### src/rtl/pe_array_feeder.sv
// pe_array A-side feeder: reads a K-word tile from the input buffer,
// skews lane k by k cycles and drives srca_word/clear down the array.
`timescale 1ns/1ps

`ifndef DATA_WIDTH
`define DATA_WIDTH 16
`endif
`ifndef WORD_WIDTH
`define WORD_WIDTH (8*`DATA_WIDTH)
`endif
`ifndef DATA0
`define DATA0 (0*`DATA_WIDTH) +: `DATA_WIDTH
`define DATA1 (1*`DATA_WIDTH) +: `DATA_WIDTH
`define DATA2 (2*`DATA_WIDTH) +: `DATA_WIDTH
`define DATA3 (3*`DATA_WIDTH) +: `DATA_WIDTH
`define DATA4 (4*`DATA_WIDTH) +: `DATA_WIDTH
`define DATA5 (5*`DATA_WIDTH) +: `DATA_WIDTH
`define DATA6 (6*`DATA_WIDTH) +: `DATA_WIDTH
`define DATA7 (7*`DATA_WIDTH) +: `DATA_WIDTH
`endif

module pe_array_feeder #(
  parameter int ADDR_WIDTH = 10,
  parameter int LEN_WIDTH  = 8
) (
  input  logic                   clk_i,
  input  logic                   rst_ni,
  input  logic                   start_i,
  input  logic [ADDR_WIDTH-1:0]  base_addr_i,
  input  logic [LEN_WIDTH-1:0]   k_len_i,
  output logic                   rd_en_o,
  output logic [ADDR_WIDTH-1:0]  rd_addr_o,
  input  logic [`WORD_WIDTH-1:0] rd_data_i,
  output logic [`WORD_WIDTH-1:0] srca_word_o,
  output logic                   clear_o,
  output logic                   busy_o,
  output logic                   done_o
);

  localparam int DW = `DATA_WIDTH;
  localparam int NL = 8;
  // FLUSH spans K+1..K+10 relative to start: done in its last cycle
  localparam logic [3:0] FL_DONE = 4'd8;
  localparam logic [3:0] FL_LAST = 4'd9;

  typedef enum logic [1:0] {
    IDLE,
    FEED,
    FLUSH
  } state_t;

  state_t               state_q;
  logic [LEN_WIDTH-1:0] klen_q;
  logic [LEN_WIDTH-1:0] cnt_q;
  logic [3:0]           fcnt_q;
  logic                 vld1_q;
  logic                 vld2_q;

  always_ff @(posedge clk_i or negedge rst_ni) begin
    if (!rst_ni) begin
      state_q   <= IDLE;
      klen_q    <= '0;
      cnt_q     <= '0;
      fcnt_q    <= '0;
      rd_en_o   <= 1'b0;
      rd_addr_o <= '0;
      busy_o    <= 1'b0;
      done_o    <= 1'b0;
    end else begin
      done_o <= 1'b0;
      unique case (state_q)
        IDLE: begin
          if (start_i) begin
            klen_q    <= k_len_i;
            cnt_q     <= '0;
            rd_en_o   <= 1'b1;
            rd_addr_o <= base_addr_i;
            busy_o    <= 1'b1;
            state_q   <= FEED;
          end
        end
        FEED: begin
          // compare against latched length so K=2^LEN_WIDTH cannot wrap
          if (cnt_q == klen_q) begin
            rd_en_o <= 1'b0;
            fcnt_q  <= '0;
            state_q <= FLUSH;
          end else begin
            cnt_q     <= cnt_q + 1'b1;
            rd_addr_o <= rd_addr_o + 1'b1;
          end
        end
        FLUSH: begin
          fcnt_q <= fcnt_q + 4'd1;
          if (fcnt_q == FL_DONE) done_o <= 1'b1;
          if (fcnt_q == FL_LAST) begin
            busy_o  <= 1'b0;
            state_q <= IDLE;
          end
        end
        default: state_q <= IDLE;
      endcase
    end
  end

  always_ff @(posedge clk_i or negedge rst_ni) begin
    if (!rst_ni) begin
      vld1_q  <= 1'b0;
      vld2_q  <= 1'b0;
      clear_o <= 1'b0;
    end else begin
      vld1_q  <= rd_en_o;
      vld2_q  <= vld1_q;
      // falling edge of lane-0 validity
      clear_o <= vld2_q & ~vld1_q;
    end
  end

  for (genvar k = 0; k < NL; k++) begin : g_lane
    logic [DW-1:0] sr_q [0:k];

    always_ff @(posedge clk_i or negedge rst_ni) begin
      if (!rst_ni) begin
        for (int j = 0; j <= k; j++) sr_q[j] <= '0;
      end else begin
        sr_q[0] <= vld1_q ? rd_data_i[k*DW +: DW] : '0;
        for (int j = 1; j <= k; j++) sr_q[j] <= sr_q[j-1];
      end
    end

    assign srca_word_o[k*DW +: DW] = sr_q[k];
  end

endmodule

### config.mk
export PLATFORM = sky130hd
export DESIGN_NAME = pe_array_feeder
export DESIGN_NICKNAME = d
export VERILOG_FILES = /design/src/rtl/pe_array_feeder.sv
export SDC_FILE = /design/constraint.sdc
export NUM_CORES = 1
export LEC_CHECK = 0
export ABC_AREA = 1
export BUFFER_PORTS_ARGS = -buffer_cell sky130_fd_sc_hd__buf_4
export CAP_MARGIN = 25
export CORE_MARGIN = 10
export CORE_UTILIZATION = 30
export DETAILED_ROUTE_END_ITERATION = 8
export PLACE_DENSITY_LB_ADDON = 0.1
export SLEW_MARGIN = 20
export SYNTH_ARGS = -nofsm -noshare
export SYNTH_HDL_FRONTEND = slang
export SYNTH_SLANG_ARGS = --single-unit
### constraint.sdc
create_clock -name clk_i -period 1.3 [get_ports clk_i]
set_input_delay 0.195 -clock clk_i [delete_from_list [all_inputs] [get_ports clk_i]]
set_output_delay 0.195 -clock clk_i [all_outputs]
set_load 0.005 [all_outputs]
; Word-level counts from Yosys, hierarchy flattened
; Index checks and enable logic that the tools add are counted.
[totals]
word_cells = 98
inputBits = 149
ff_bits = 614
output_inout_bits = 142
[classes]
eq_ne = 9
muxes = 27
bitwise_logic = 2
n_reduce_logical = 10
n_addsub = 3
[op_table]
columns = operator, count
row1 = 2-to-1 mux 16 bit, 8
row2 = 2-to-1 mux 10 bit, 2
row3 = case mux 10 bit (2 select lines), 1
row4 = 2-to-1 mux 8 bit, 2
row5 = case mux 8 bit (2 select lines), 1
row6 = AND reduction 3 bit, 4
row7 = adder 10 x 1 -> 10 bit (second input constant), 1
row8 = adder 8 x 1 -> 8 bit (second input constant), 1
row9 = equality test 4 bit (second input constant), 2
row10 = equality test 8 bit, 1
row11 = inequality test 2 bit (second input constant), 4
row12 = case mux 4 bit (2 select lines), 1
row13 = 2-to-1 mux 2 bit, 3
row14 = case mux 2 bit (3 select lines), 1
row15 = nonzero test 2 bit, 3
row16 = 2-to-1 mux 1 bit, 5
row17 = adder 4 x 1 -> 4 bit (second input constant), 1
row18 = 2-to-1 mux 4 bit, 1
row19 = case mux 1 bit (2 select lines), 2
row20 = AND reduction 2 bit, 2
row21 = equality test 2 x 1 -> 1 bit (second input constant), 1
row22 = equality test 2 bit (second input constant), 1
row23 = logical NOT 2 bit, 1
row24 = bitwise AND 1 bit, 1
row25 = inverter 1 bit, 1

; Logic depth before layout (Yosys ltp)
[depth]
word_depth = 3
depth_mapped = 11
ltp_nobuf = 10

; Worst setup path before layout
; OpenSTA, ideal clock, no wires.
[synth_path]
path_type = flip-flop to flip-flop
start = register cnt_q[5]
end = register rd_addr_o[0]
t_required_ns = 1.183
slack_ns = -0.078
t_arrival_ns = 1.261
path_stages_with_launch = 12
period_less_slack_ns = 1.378
setup_time_ns = 0.117
path_buffers = 1
path_cell_list = dfrtp_1 inv_1 nand2_1 nand2_1 nand2_1 nor2_2 nand2_4 nand2_8 nand2_4 buf_6 nand2_1 nand2_1
[synth_between]
elab_chain_len = 3
[synth_rtl]
columns = element, line
row1 = from (decl), 54  ; logic [LEN_WIDTH-1:0] cnt_q;
row2 = from (signal assigned), 89  ; cnt_q <= cnt_q + 1'b1;
row3 = equality test 8 bit, 84  ; if (cnt_q == klen_q) begin
row4 = inequality test 2 bit (no line), --
row5 = AND reduction 3 bit (no line), --
row6 = to (signal assigned), 77  ; rd_addr_o <= base_addr_i;
row7 = to (signal assigned), 90  ; rd_addr_o <= rd_addr_o + 1'b1;
row8 = to (decl), 32  ; output logic [ADDR_WIDTH-1:0] rd_addr_o,
; Every way passes these cells.
; A chain may end at the register's enable or synchronous reset.

; Worst setup path after layout
[layout_path]
start = register cnt_q[2]
end = register cnt_q[4]
[layout_between]
elab_chain_len = 3
elab_cells_between_ends = 6
cone_classes = 1 x add/sub / 2 x eq/ne / 2 x mux / 1 x reduce/logical
[layout_rtl]
columns = element, line
row1 = adder 8 x 1 -> 8 bit or equality test 8 bit (tied branches), "89, 84"
row2 = 2-to-1 mux 8 bit or inequality test 2 bit (tied branches), --
row3 = case mux 8 bit (2 select lines) or AND reduction 3 bit (tied branches), --
; Several ways; a longest one is shown, not always the timed one. The select of a mux whose other input is x is not followed.

==> results.txt <==
- For this run, the leading register cell type out of synthesis is sky130_fd_sc_hd__dfrtp_1.
* Crit Path Max Fanout: 5
- The routed layout has about 9700 vias.
* Antenna Violating Nets Remaining: 0
- The number of antenna diodes in the final layout is 0.
* Weighted congestion at the end of routability-driven global placement: 0.736
* IO Count: 291
- Summing internal, switching and leakage power gives 0.0398 W.
- The routed design has roughly 38 mm of wire.
* Vias in the first global route: 10771
- Count of unique library cells instantiated by Yosys: 23
* Number of failing setup endpoints in the final timing report: 51
- Number of enable flip-flop cells after synthesis: 0
* Buffer cell driving the clock tree root: sky130_fd_sc_hd__clkbuf_16
- The floorplan step set the die width to about 270 µm.
* Most common library cell in the layout ignoring fill and taps: sky130_fd_sc_hd__dfrtp_1
- Most used cells in the layout excluding fill and tap cells: sky130_fd_sc_hd__dfrtp_1, sky130_fd_sc_hd__nand2_1, sky130_fd_sc_hd__buf_4
- Pins Over Slew Limit: 0
- Register-to-register setup slack: -0.16 ns
- Summed over all failing endpoints, the final setup total negative slack is -3.53 ns.
* Worst setup EP type: flop
* Mean post-synth cell area: roughly 15 µm²
- The worst hold path passes through 4 cells.
- The path class of the tightest hold or removal check is in2reg.
- In the global route stage, overall resource usage came out at a little over a tenth.
- The number of nets in the synthesized netlist is about 1400.
- Relative slew slack: 70.7%
- The checks that failed: hold timing, setup timing.
- Counting flops with an async set or reset pin after synthesis yields a share of 100%.
- Final Hold Viols: 1
- CTS tree: built
- In the routed design, unresolved DRC markers number 0.
- On the final layout, the worst hold slack is -0.000760 ns.
* Detailed Routing Iterations Pass 1: 6
- Final HPWL from detailed placement: approximately 24 mm
- Arrival time reported for the critical path endpoint: slightly below 2 ns
- The first global-routing pass estimated ~60 mm of wire.
- In this run, the number of DRC markers left after iteration 0 of detailed routing was roughly 460.
- The final critical path takes up 112% of the cycle.
* Achievable clock frequency: roughly 680 MHz
* Setup repair after global routing missed its margin: true
* Clock buffer depth: 3
- Largest net degree at the start of global routing: 89
- Summed over all layers, the global routing overflow is 0.
- Port buffer count: 290
- Sort of element at the start of the critical path: flop
- H-tree levels: 3
* Mapped Cells: approximately 1200
- VDD IR-drop max: about 0.93 mV
- The die covers roughly 0.071 mm².
* Layout net count: roughly 1900
* Effective utilization at floorplan: a little under a third
- Critical path class: reg2reg
* Hold Path Origin: start_i
- Relative to the synthesized area, the layout overhead comes to 42.8%.
- Library cell occupying the most area in the post-synthesis netlist: sky130_fd_sc_hd__dfrtp_1
- For this run, the register share of the synthesized area comes to 83.7%.
* Power per standard cell area: about 1500 mW/mm²
- The core region is slightly above 0.06 mm².
* Actual transition at the worst max-transition pin: between 0.4 and 0.5 ns
* Pre-CTS worst setup slack: -0.0665 ns
- STA puts the critical path data required time at between 1.5 and 2 ns.
* Synthesis-stage register bit count: around 600
* Endpoint of the worst hold path: busy_o$_DFFE_PN0P_
* Share of post-route cells with drive strength above 1: roughly 31%
* Area share of the leading cell type in the synthesized netlist: 83.7%
- The initial antenna violation count is 2.
- Worst skew pair latency: approximately 0.59 ns
- Setup slack of the critical path after layout: -0.161 ns
- Run status: complete, but fails checks
* Post-synthesis instance area: approximately 0.018 mm²
- Max-capacitance violation count: 0
- Dividing the detail-routed via count by the number of cells gives between 3 and 4.
- Measured in cells, the most critical reg-to-reg path has a length of 9.
- For this design the static power due to leakage is 14.5 nW.
- The worst register-to-register path ends at cnt_q[4]$_DFFE_PN0P_.
- Count of placed standard cells including taps: between 2000 and 2500
* Number of clock sinks: 614
- On the final layout, the worst clock skew is about 0.015 ns.
- The Yosys step of the flow raised 0 warnings.
- Post-DR wirelength/cell: roughly 15 µm
* Number of buffers created by CTS: just under 70
- Clock-pin slew reported for the worst setup and hold paths after clock tree synthesis: around 0.060 ns
- Row generation in the floorplan step produced 90 rows.
- Worst reg2reg path startpoint: cnt_q[2]$_DFFE_PN0P_
* Period minus WS final: 1.46 ns
- From bottom edge to top edge, the die measures between 200 and 300 µm.
* Count of placed standard cells in the final layout, fillers left out: 2547
- Yosys attributes the largest share of cell area to sky130_fd_sc_hd__dfrtp_1, sky130_fd_sc_hd__nand2_1, sky130_fd_sc_hd__buf_4.
[metal layers]
metal	vias up	track usage, %	routed length (µm)
met3	83	3.77	2320
met2	208	16.8	18300
met1	4874	13.3	15600
li1	4539	-	-
met5	-	0	27
met4	4	4.47	1260
[worst max-delay path by stage]
stage,from,end,depth (start not counted)
after global routing,state_q[0]$_DFFE_PN0P_,rd_addr_o[0]$_DFFE_PN0P_,7
after detailed placement,cnt_q[0]$_DFFE_PN0P_,rd_addr_o[3]$_DFFE_PN0P_,10
after CTS,rd_addr_o[3]$_DFFE_PN0P_,rd_addr_o[3],2
final,cnt_q[2]$_DFFE_PN0P_,cnt_q[4]$_DFFE_PN0P_,9
after global placement,cnt_q[2]$_DFFE_PN0P_,cnt_q[5]$_DFFE_PN0P_,7
after floorplan,cnt_q[3]$_DFFE_PN0P_,rd_addr_o[0]$_DFFE_PN0P_,9
[where the power goes]
group | internal, W | switching (W) | leakage (nW)
combinational | 0.000704 | 0.000571 | 4.83
sequential | 0.0191 | 0 | 8.51
clock | 0.0117 | 0.00770 | 1.14
[state kept, by name, summed over array words and instances (netlist names)]
signal       cells
done_o           1
vld2_q           1
vld1_q           1
clear_o          1
state_q          2
klen_q           8
rd_en_o          1
fcnt_q           4
srca_word_o    112
busy_o           1
g_lane.sr_q    464
cnt_q            8
rd_addr_o       10
[per-stage QoR]
stage	hold WS, ns	instance area [µm²]	util, %
finish	-0.000760	26200	43.4
global placement	0.103	21400	35.3
detailed placement	0.103	21400	35.3
floorplan	-0.101	18400	-
global route	0.00226	26200	43.4
CTS	0.0106	26100	43.1
[synth_stat cells, types with 3 or more instances]
cell / instances
sky130_fd_sc_hd__ha_1: 5
sky130_fd_sc_hd__nand2_1: 237
sky130_fd_sc_hd__buf_4: 113
sky130_fd_sc_hd__xor2_1: 3
sky130_fd_sc_hd__clkbuf_1: 17
sky130_fd_sc_hd__nand3_1: 38
sky130_fd_sc_hd__dfrtp_1: 614
sky130_fd_sc_hd__xnor2_1: 4
sky130_fd_sc_hd__nor2_1: 13
sky130_fd_sc_hd__nand4_1: 4
sky130_fd_sc_hd__o21ai_0: 14
sky130_fd_sc_hd__inv_1: 157
[cell type report]
class | count | area (µm²)
Inverter | 157 | 593
Timing Repair Buffer | 534 | 5290
Clock inverter | 22 | 297
Tap cell | 782 | 978
Fill cell | 5496 | 34300
Multi-Input combinational cell | 334 | 1660
Clock buffer | 104 | 2030
Sequential cell | 614 | 15400
[kinds of logic (layout without fill, tap and decap cells)]
family / count (synthesis) / count (layout) / share of synthesized area [%]
flops: 614 / 614 / 83.7
simple gates: 304 / 305 / 6.85
buf+inv: 290 / 817 / 8.29
compound gates: 17 / 17 / 0.491
xor+xnor: 7 / 7 / 0.334
fa+ha+maj: 5 / 5 / 0.341
[what timing repair did]
item,in CTS,in global routing
endpoints found under the setup margin,165,172
gates cloned,3,1
resized for setup,172,28
pin swaps,8,18
hold buffers,147,0
buffers inserted,23,6
hold endpoints to repair,540,0
[worst max-delay path: stages (launching register included)]
cell and delay (ns):
sky130_fd_sc_hd__dfrtp_1 0.39, sky130_fd_sc_hd__xnor2_1 0.15, sky130_fd_sc_hd__nand2_1 0.11, sky130_fd_sc_hd__nor2_4 0.16
sky130_fd_sc_hd__nand2_4 0.08, sky130_fd_sc_hd__nand2_8 0.10, sky130_fd_sc_hd__buf_12 0.13, sky130_fd_sc_hd__buf_16 0.12
sky130_fd_sc_hd__nand3_2 0.06, sky130_fd_sc_hd__nand2_1 0.08
(Power assumes the default switching activity.)
